### config.mk
export PLATFORM = sky130hd
export DESIGN_NAME = btn_lockout_array
export DESIGN_NICKNAME = d
export VERILOG_FILES = /design/src/rtl/btn_pkg.sv /design/src/rtl/btn_lockout_chan.sv /design/src/rtl/btn_lockout_array.sv
export SDC_FILE = /design/constraint.sdc
export NUM_CORES = 1
export LEC_CHECK = 0
export CAP_MARGIN = 40
export CORE_AREA = 2 2 165 167
export CTS_CLUSTER_SIZE = 8
export DETAILED_ROUTE_END_ITERATION = 8
export DIE_AREA = 0 0 167 169
export DONT_BUFFER_PORTS = 1
export PLACE_DENSITY_LB_ADDON = 0.12
export RECOVER_POWER = 25
export SYNTH_ARGS = -nofsm -noshare
export SYNTH_HDL_FRONTEND = slang
export SYNTH_SLANG_ARGS = --single-unit
export TNS_END_PERCENT = 10
### constraint.sdc
create_clock -name clock -period 2.9 [get_ports clock]
set_input_delay 0.58 -clock clock [delete_from_list [all_inputs] [get_ports clock]]
set_output_delay 0.58 -clock clock [all_outputs]
set_load 0.05 [all_outputs]
### src/rtl/btn_pkg.sv
// rtl/btn_pkg.sv - shared state encoding and default timing constants for button lockout
package btn_pkg;

    // Per-channel FSM state encoding
    localparam logic [1:0] ST_IDLE     = 2'd0;
    localparam logic [1:0] ST_LOCK     = 2'd1;
    localparam logic [1:0] ST_REPEAT   = 2'd2;
    localparam logic [1:0] ST_WAIT_REL = 2'd3;

    // Defaults sized for a 100 MHz clock
    localparam int DEF_N_BTN         = 5;
    localparam int DEF_LOCK_CYCLES   = 10_000_000;
    localparam int DEF_REPEAT_CYCLES = 25_000_000;
    localparam int DEF_SHARED_LOCK   = 1;

    function automatic int max_int(input int a, input int b);
        return (a > b) ? a : b;
    endfunction

    // Counter must hold the larger terminal value without wrapping
    function automatic int cnt_width(input int lock_cycles, input int repeat_cycles);
        return $clog2(max_int(lock_cycles, repeat_cycles) + 1);
    endfunction

endpackage

### src/rtl/btn_lockout_chan.sv
// rtl/btn_lockout_chan.sv - one button channel: synchroniser, lockout/repeat FSM and counter
module btn_lockout_chan
    import btn_pkg::*;
#(
    parameter int LOCK_CYCLES   = DEF_LOCK_CYCLES,
    parameter int REPEAT_CYCLES = DEF_REPEAT_CYCLES,
    parameter int CNT_W         = cnt_width(DEF_LOCK_CYCLES, DEF_REPEAT_CYCLES)
) (
    input  logic clock,
    input  logic reset_n,
    input  logic btn,
    input  logic repeat_en,
    input  logic shared_lock,
    output logic press,
    output logic locked
);

    localparam logic [CNT_W-1:0] LOCK_LAST = CNT_W'(LOCK_CYCLES - 1);
    localparam logic [CNT_W-1:0] REP_LAST  = CNT_W'(REPEAT_CYCLES - 1);

    logic             s_meta;
    logic             s_sync;
    logic [1:0]       state;
    logic [1:0]       state_nxt;
    logic [CNT_W-1:0] cnt;
    logic [CNT_W-1:0] cnt_nxt;
    logic             press_nxt;

    // Two-flop synchroniser for the raw asynchronous button level
    always_ff @(posedge clock or negedge reset_n) begin
        if (!reset_n) begin
            s_meta <= 1'b0;
            s_sync <= 1'b0;
        end else begin
            s_meta <= btn;
            s_sync <= s_meta;
        end
    end

    // Next-state, counter and press decision from the synchronised level
    always_comb begin
        state_nxt = state;
        cnt_nxt   = cnt;
        press_nxt = 1'b0;
        case (state)
            ST_IDLE: begin
                if (s_sync) begin
                    if (shared_lock) begin
                        // Another channel holds the shared lock: swallow this press
                        state_nxt = ST_WAIT_REL;
                    end else begin
                        press_nxt = 1'b1;
                        cnt_nxt   = '0;
                        state_nxt = ST_LOCK;
                    end
                end
            end
            ST_LOCK: begin
                if (cnt == LOCK_LAST) begin
                    cnt_nxt = '0;
                    if (!s_sync) begin
                        state_nxt = ST_IDLE;
                    end else if (repeat_en) begin
                        state_nxt = ST_REPEAT;
                    end else begin
                        state_nxt = ST_WAIT_REL;
                    end
                end else begin
                    cnt_nxt = cnt + CNT_W'(1);
                end
            end
            ST_REPEAT: begin
                // Release or repeat disable wins over a coincident repeat pulse
                if (!s_sync) begin
                    cnt_nxt   = '0;
                    state_nxt = ST_IDLE;
                end else if (!repeat_en) begin
                    cnt_nxt   = '0;
                    state_nxt = ST_WAIT_REL;
                end else if (cnt == REP_LAST) begin
                    press_nxt = 1'b1;
                    cnt_nxt   = '0;
                end else begin
                    cnt_nxt = cnt + CNT_W'(1);
                end
            end
            ST_WAIT_REL: begin
                if (!s_sync) begin
                    state_nxt = ST_IDLE;
                end
            end
            default: begin
                cnt_nxt   = '0;
                state_nxt = ST_IDLE;
            end
        endcase
    end

    // State, counter and registered outputs; locked tracks the LOCK state exactly
    always_ff @(posedge clock or negedge reset_n) begin
        if (!reset_n) begin
            state  <= ST_IDLE;
            cnt    <= '0;
            press  <= 1'b0;
            locked <= 1'b0;
        end else begin
            state  <= state_nxt;
            cnt    <= cnt_nxt;
            press  <= press_nxt;
            locked <= (state_nxt == ST_LOCK);
        end
    end

endmodule

### src/rtl/btn_lockout_array.sv
// rtl/btn_lockout_array.sv - array of debounced/locked-out button channels with optional shared lock
module btn_lockout_array
    import btn_pkg::*;
#(
    parameter int N_BTN         = DEF_N_BTN,
    parameter int LOCK_CYCLES   = DEF_LOCK_CYCLES,
    parameter int REPEAT_CYCLES = DEF_REPEAT_CYCLES,
    parameter int SHARED_LOCK   = DEF_SHARED_LOCK
) (
    input  logic             clock,
    input  logic             reset_n,
    input  logic [N_BTN-1:0] btn,
    input  logic [N_BTN-1:0] repeat_en,
    output logic [N_BTN-1:0] press,
    output logic [N_BTN-1:0] locked,
    output logic             ready
);

    localparam int CNT_W = cnt_width(LOCK_CYCLES, REPEAT_CYCLES);

    // Both terminal counts are compared as value-1, so each must be at least 2
    if (LOCK_CYCLES < 2 || REPEAT_CYCLES < 2) begin : g_param_check
        $error("btn_lockout_array: LOCK_CYCLES and REPEAT_CYCLES must be >= 2");
    end

    logic shared_lock;

    // Any channel in LOCK blocks new presses on all channels when sharing is enabled
    assign shared_lock = (SHARED_LOCK != 0) && (|locked);

    // Ready derives straight from the registered lock flags, so it moves with the state
    assign ready = ~|locked;

    for (genvar i = 0; i < N_BTN; i++) begin : g_chan
        btn_lockout_chan #(
            .LOCK_CYCLES   (LOCK_CYCLES),
            .REPEAT_CYCLES (REPEAT_CYCLES),
            .CNT_W         (CNT_W)
        ) u_chan (
            .clock       (clock),
            .reset_n     (reset_n),
            .btn         (btn[i]),
            .repeat_en   (repeat_en[i]),
            .shared_lock (shared_lock),
            .press       (press[i]),
            .locked      (locked[i])
        );
    end

endmodule

==> implementation parameters <==
Parameter                              Value

Status
  Outcome    complete, but fails checks
  Failing checks    hold timing

Drt
  Wirelength per Cell    16.0 µm
  Number of nets with antenna violations after detailed routing    0
  Via density per instance    5.37
  Post-route DRC violation count    0
  Number of vias in the routed layout    7467
  Final WL    22.2 mm
  Iteration-0 DRC Markers    384
  TritonRoute pass-1 iters    5

Synth
  Syn. warnings    0
  Avg Inst Size Synth    8.96 µm²
  Number of synthesized flops with an enable pin    0
  Most used flip-flop cell after synthesis    dfrtp_1
  Portion of the post-synthesis area used by sequential elements    0.425
  Yosys cell types    72
  Number of storage elements in the synthesis netlist    155
  Syn nets    1057
  Number of cells produced by synthesis    1020
  Post-synthesis instance area    9140 µm²
  Fraction of registers with async set or reset after synthesis    1.00

Floorplan
  IO Pins    23
  Core region area    26500 µm²
  Starting density of the core    0.345
  Chip Height    169 µm
  Horizontal die dimension    167 µm
  Row count    60
  Full die area    28200 µm²

Clock network
  Clock Tree Buf Depth    2
  TritonCTS Buffers    17
  CTS H-tree depth    4
  Skew-Pair Late Insertion Delay    0.43 ns
  Buffer type at the clock tree root    clkbuf_16
  Worst-path clk slew    0.07 ns
  Clock tree from TritonCTS    built
  Clock net sink count    155

Cells and area
  Fill cell count    2627
  Synth-to-Final Area Change    12.4%
  Diodes inserted    0
  # nets final    1073
  Proportion of layout cells with a drive suffix above 1    0.0944
  Footprint of the multi-input gates    4880 µm²
  Area of all sequential standard cells    3880 µm²

Timing
  Hold_ws    -0.146 ns
  Maximum clock rate    380 MHz
  Slew @ Worst Pin    0.732 ns
  Portion of the clock cycle consumed by the worst path in the final layout    0.907
  Number of endpoints with negative hold slack in the final report    112
  Clk_skew    0.0133 ns
  Number of endpoints failing setup at the final stage    0
  Minimum period implied by the final worst setup slack    2.63 ns
  Headroom to the max-slew limit    0.512
  Final count of pins violating max slew    0
  Sum of negative setup slack    0 ns
  Unrepaired setup endpoints after global routing    no

Job
  Max-Cap Viols    0

Global route
  Overall fraction of global-route tracks in use    0.164
  Via count of the first global-routing pass    7198
  Remaining global-route overflow    0
  Antenna violations before repair    0
  Maximum number of pins on one net before global-route repair    156
  Wire length of the first global-routing pass    37.9 mm

Min path
  Classification of the worst-slack hold path    in2async

Pwr
  Total leakage power    4.27 nW
  VDD IR-drop max    0.376 mV
  Pwr/cell area    777 nW/µm²
  Post-layout power    7.98 mW

Setup path
  Endpoint class of the critical path    flop
  Peak per-stage delay on the critical path    0.71 ns
  CP Buf/Inv Count    0
  Critical Path Fanout Max    9
  Flop2flop setup slack    0.27 ns
  Worst EP required    3.22 ns
  Crit path cell chain    ha_1 > nand3_1 > nor3_1 > or4b_2 > a2bb2oi_1 > nor2_1 > mux2_2
  Worst path top cell family by delay    simple AND/OR/NAND/NOR gates
  Slowest CP cell    or4b_2
  Data arrival time of the critical path    2.95 ns
  Type of the worst setup path    reg2reg
  Worst setup SP type    flop

Placed design
  # port buffers    0
  Post-DP HPWL    15.3 mm
  Gpl congestion    0.780
cell type report:
class,instances,area share
clock inverters,13,0.0161
flip-flops and latches,155,0.378
inverters,44,0.0161
multi-input cells,779,0.475
clock buffers,19,0.0441
well taps,341,0.0416
repair buffers,39,0.0289
per-stage QoR:
stage | cell area [µm²] | util | std cells | setup slack [ns]
after global placement | 9610 | 0.363 | 1355 | 0.158
after CTS | 10300 | 0.387 | 1390 | 0.185
after floorplan | 9140 | - | 1020 | 0.197
final | 10300 | 0.387 | 1390 | 0.271
after detailed placement | 9630 | 0.364 | 1358 | 0.196
after global routing | 10300 | 0.387 | 1390 | 0.0683
power by group:
| part | switching (mW) | total (mW) | internal [mW] |
|---|---|---|---|
| sequential | 0.184 | 2.50 | 2.31 |
| clock | 0.955 | 2.36 | 1.41 |
| combinational | 2.05 | 3.12 | 1.07 |
| total | 3.19 | 7.98 | 4.79 |
synth_stat cells, drive strengths merged (24+ instances only):
cell | number | area [µm²]
inv | 44 | 165
dfrtp | 155 | 3880
nand2 | 112 | 420
nand3 | 59 | 295
and2 | 24 | 150
ha | 25 | 313
xor2 | 36 | 315
nand4 | 41 | 257
nor2 | 95 | 362
o21ai | 50 | 250
a22o | 24 | 210
a21oi | 44 | 224
nor3 | 30 | 160
routing by layer:
layer  GRT usage  part of all wire  vias up
li1            -                 -     3757
met1       0.227              0.49     3595
met2       0.263              0.46       98
met3      0.0309             0.032       17
met4      0.0480             0.011        0
met5           0                 0        -
cells in the final DEF (no fill, tap or decap), types with 13 or more instances in the layout:
cell type,synthesis,routed
xor2_1,36,36
and3_1,15,15
and2_1,22,22
a21oi_1,43,43
nand3_1,59,59
a21o_1,15,15
a22o_1,24,24
nand4_1,41,41
nor3_1,28,27
nor2_1,93,92
buf_4,10,38
nand2_1,112,112
ha_1,25,25
inv_1,44,44
or3_1,14,14
nor4_1,14,14
clkbuf_16,0,17
o21ai_0,49,49
and4_1,13,13
a31oi_1,20,20
dfrtp_1,155,155
worst paths after layout:
kind                                                end                     from  cells after the start
worst max register to register  g_chan[1].u_chan.cnt[0]  g_chan[1].u_chan.cnt[0]                      7
worst min-delay path            g_chan[3].u_chan.cnt[4]                  reset_n                      0
min in group clock              g_chan[1].u_chan.s_meta                   btn[1]                      0
worst min register to register  g_chan[1].u_chan.s_sync  g_chan[1].u_chan.s_meta                      0
worst max-delay path            g_chan[1].u_chan.cnt[0]  g_chan[1].u_chan.cnt[0]                      7
max in group asynchronous       g_chan[3].u_chan.cnt[6]                  reset_n                      0
repair_timing:
action                                  4_1_cts  5_1_grt
endpoints found under the setup margin        0        7
endpoints found under the hold margin       155      155
resized for setup                             0        2
buffers inserted                              0        0
registers in the layout, indices dropped and copies added, names as in the netlist:
signal,flops
g_chan.u_chan.s_sync,5
g_chan.u_chan.s_meta,5
g_chan.u_chan.press,5
g_chan.u_chan.state,10
g_chan.u_chan.cnt,125
g_chan.u_chan.locked,5
cells by family (layout without fill, tap and decap cells):
logic type,after synthesis,count (layout),share of synthesized area
AOI/OAI and AO/OA,211,211,0.157
xor gates and xnor gates,46,46,0.0441
adders and majority gates,25,25,0.0342
buffers and inverters,86,115,0.0429
DFF,155,155,0.425
muxes,9,9,0.0104
and+or+nand+nor,488,488,0.287
Note: power is estimated with default switching activity, not from simulation.
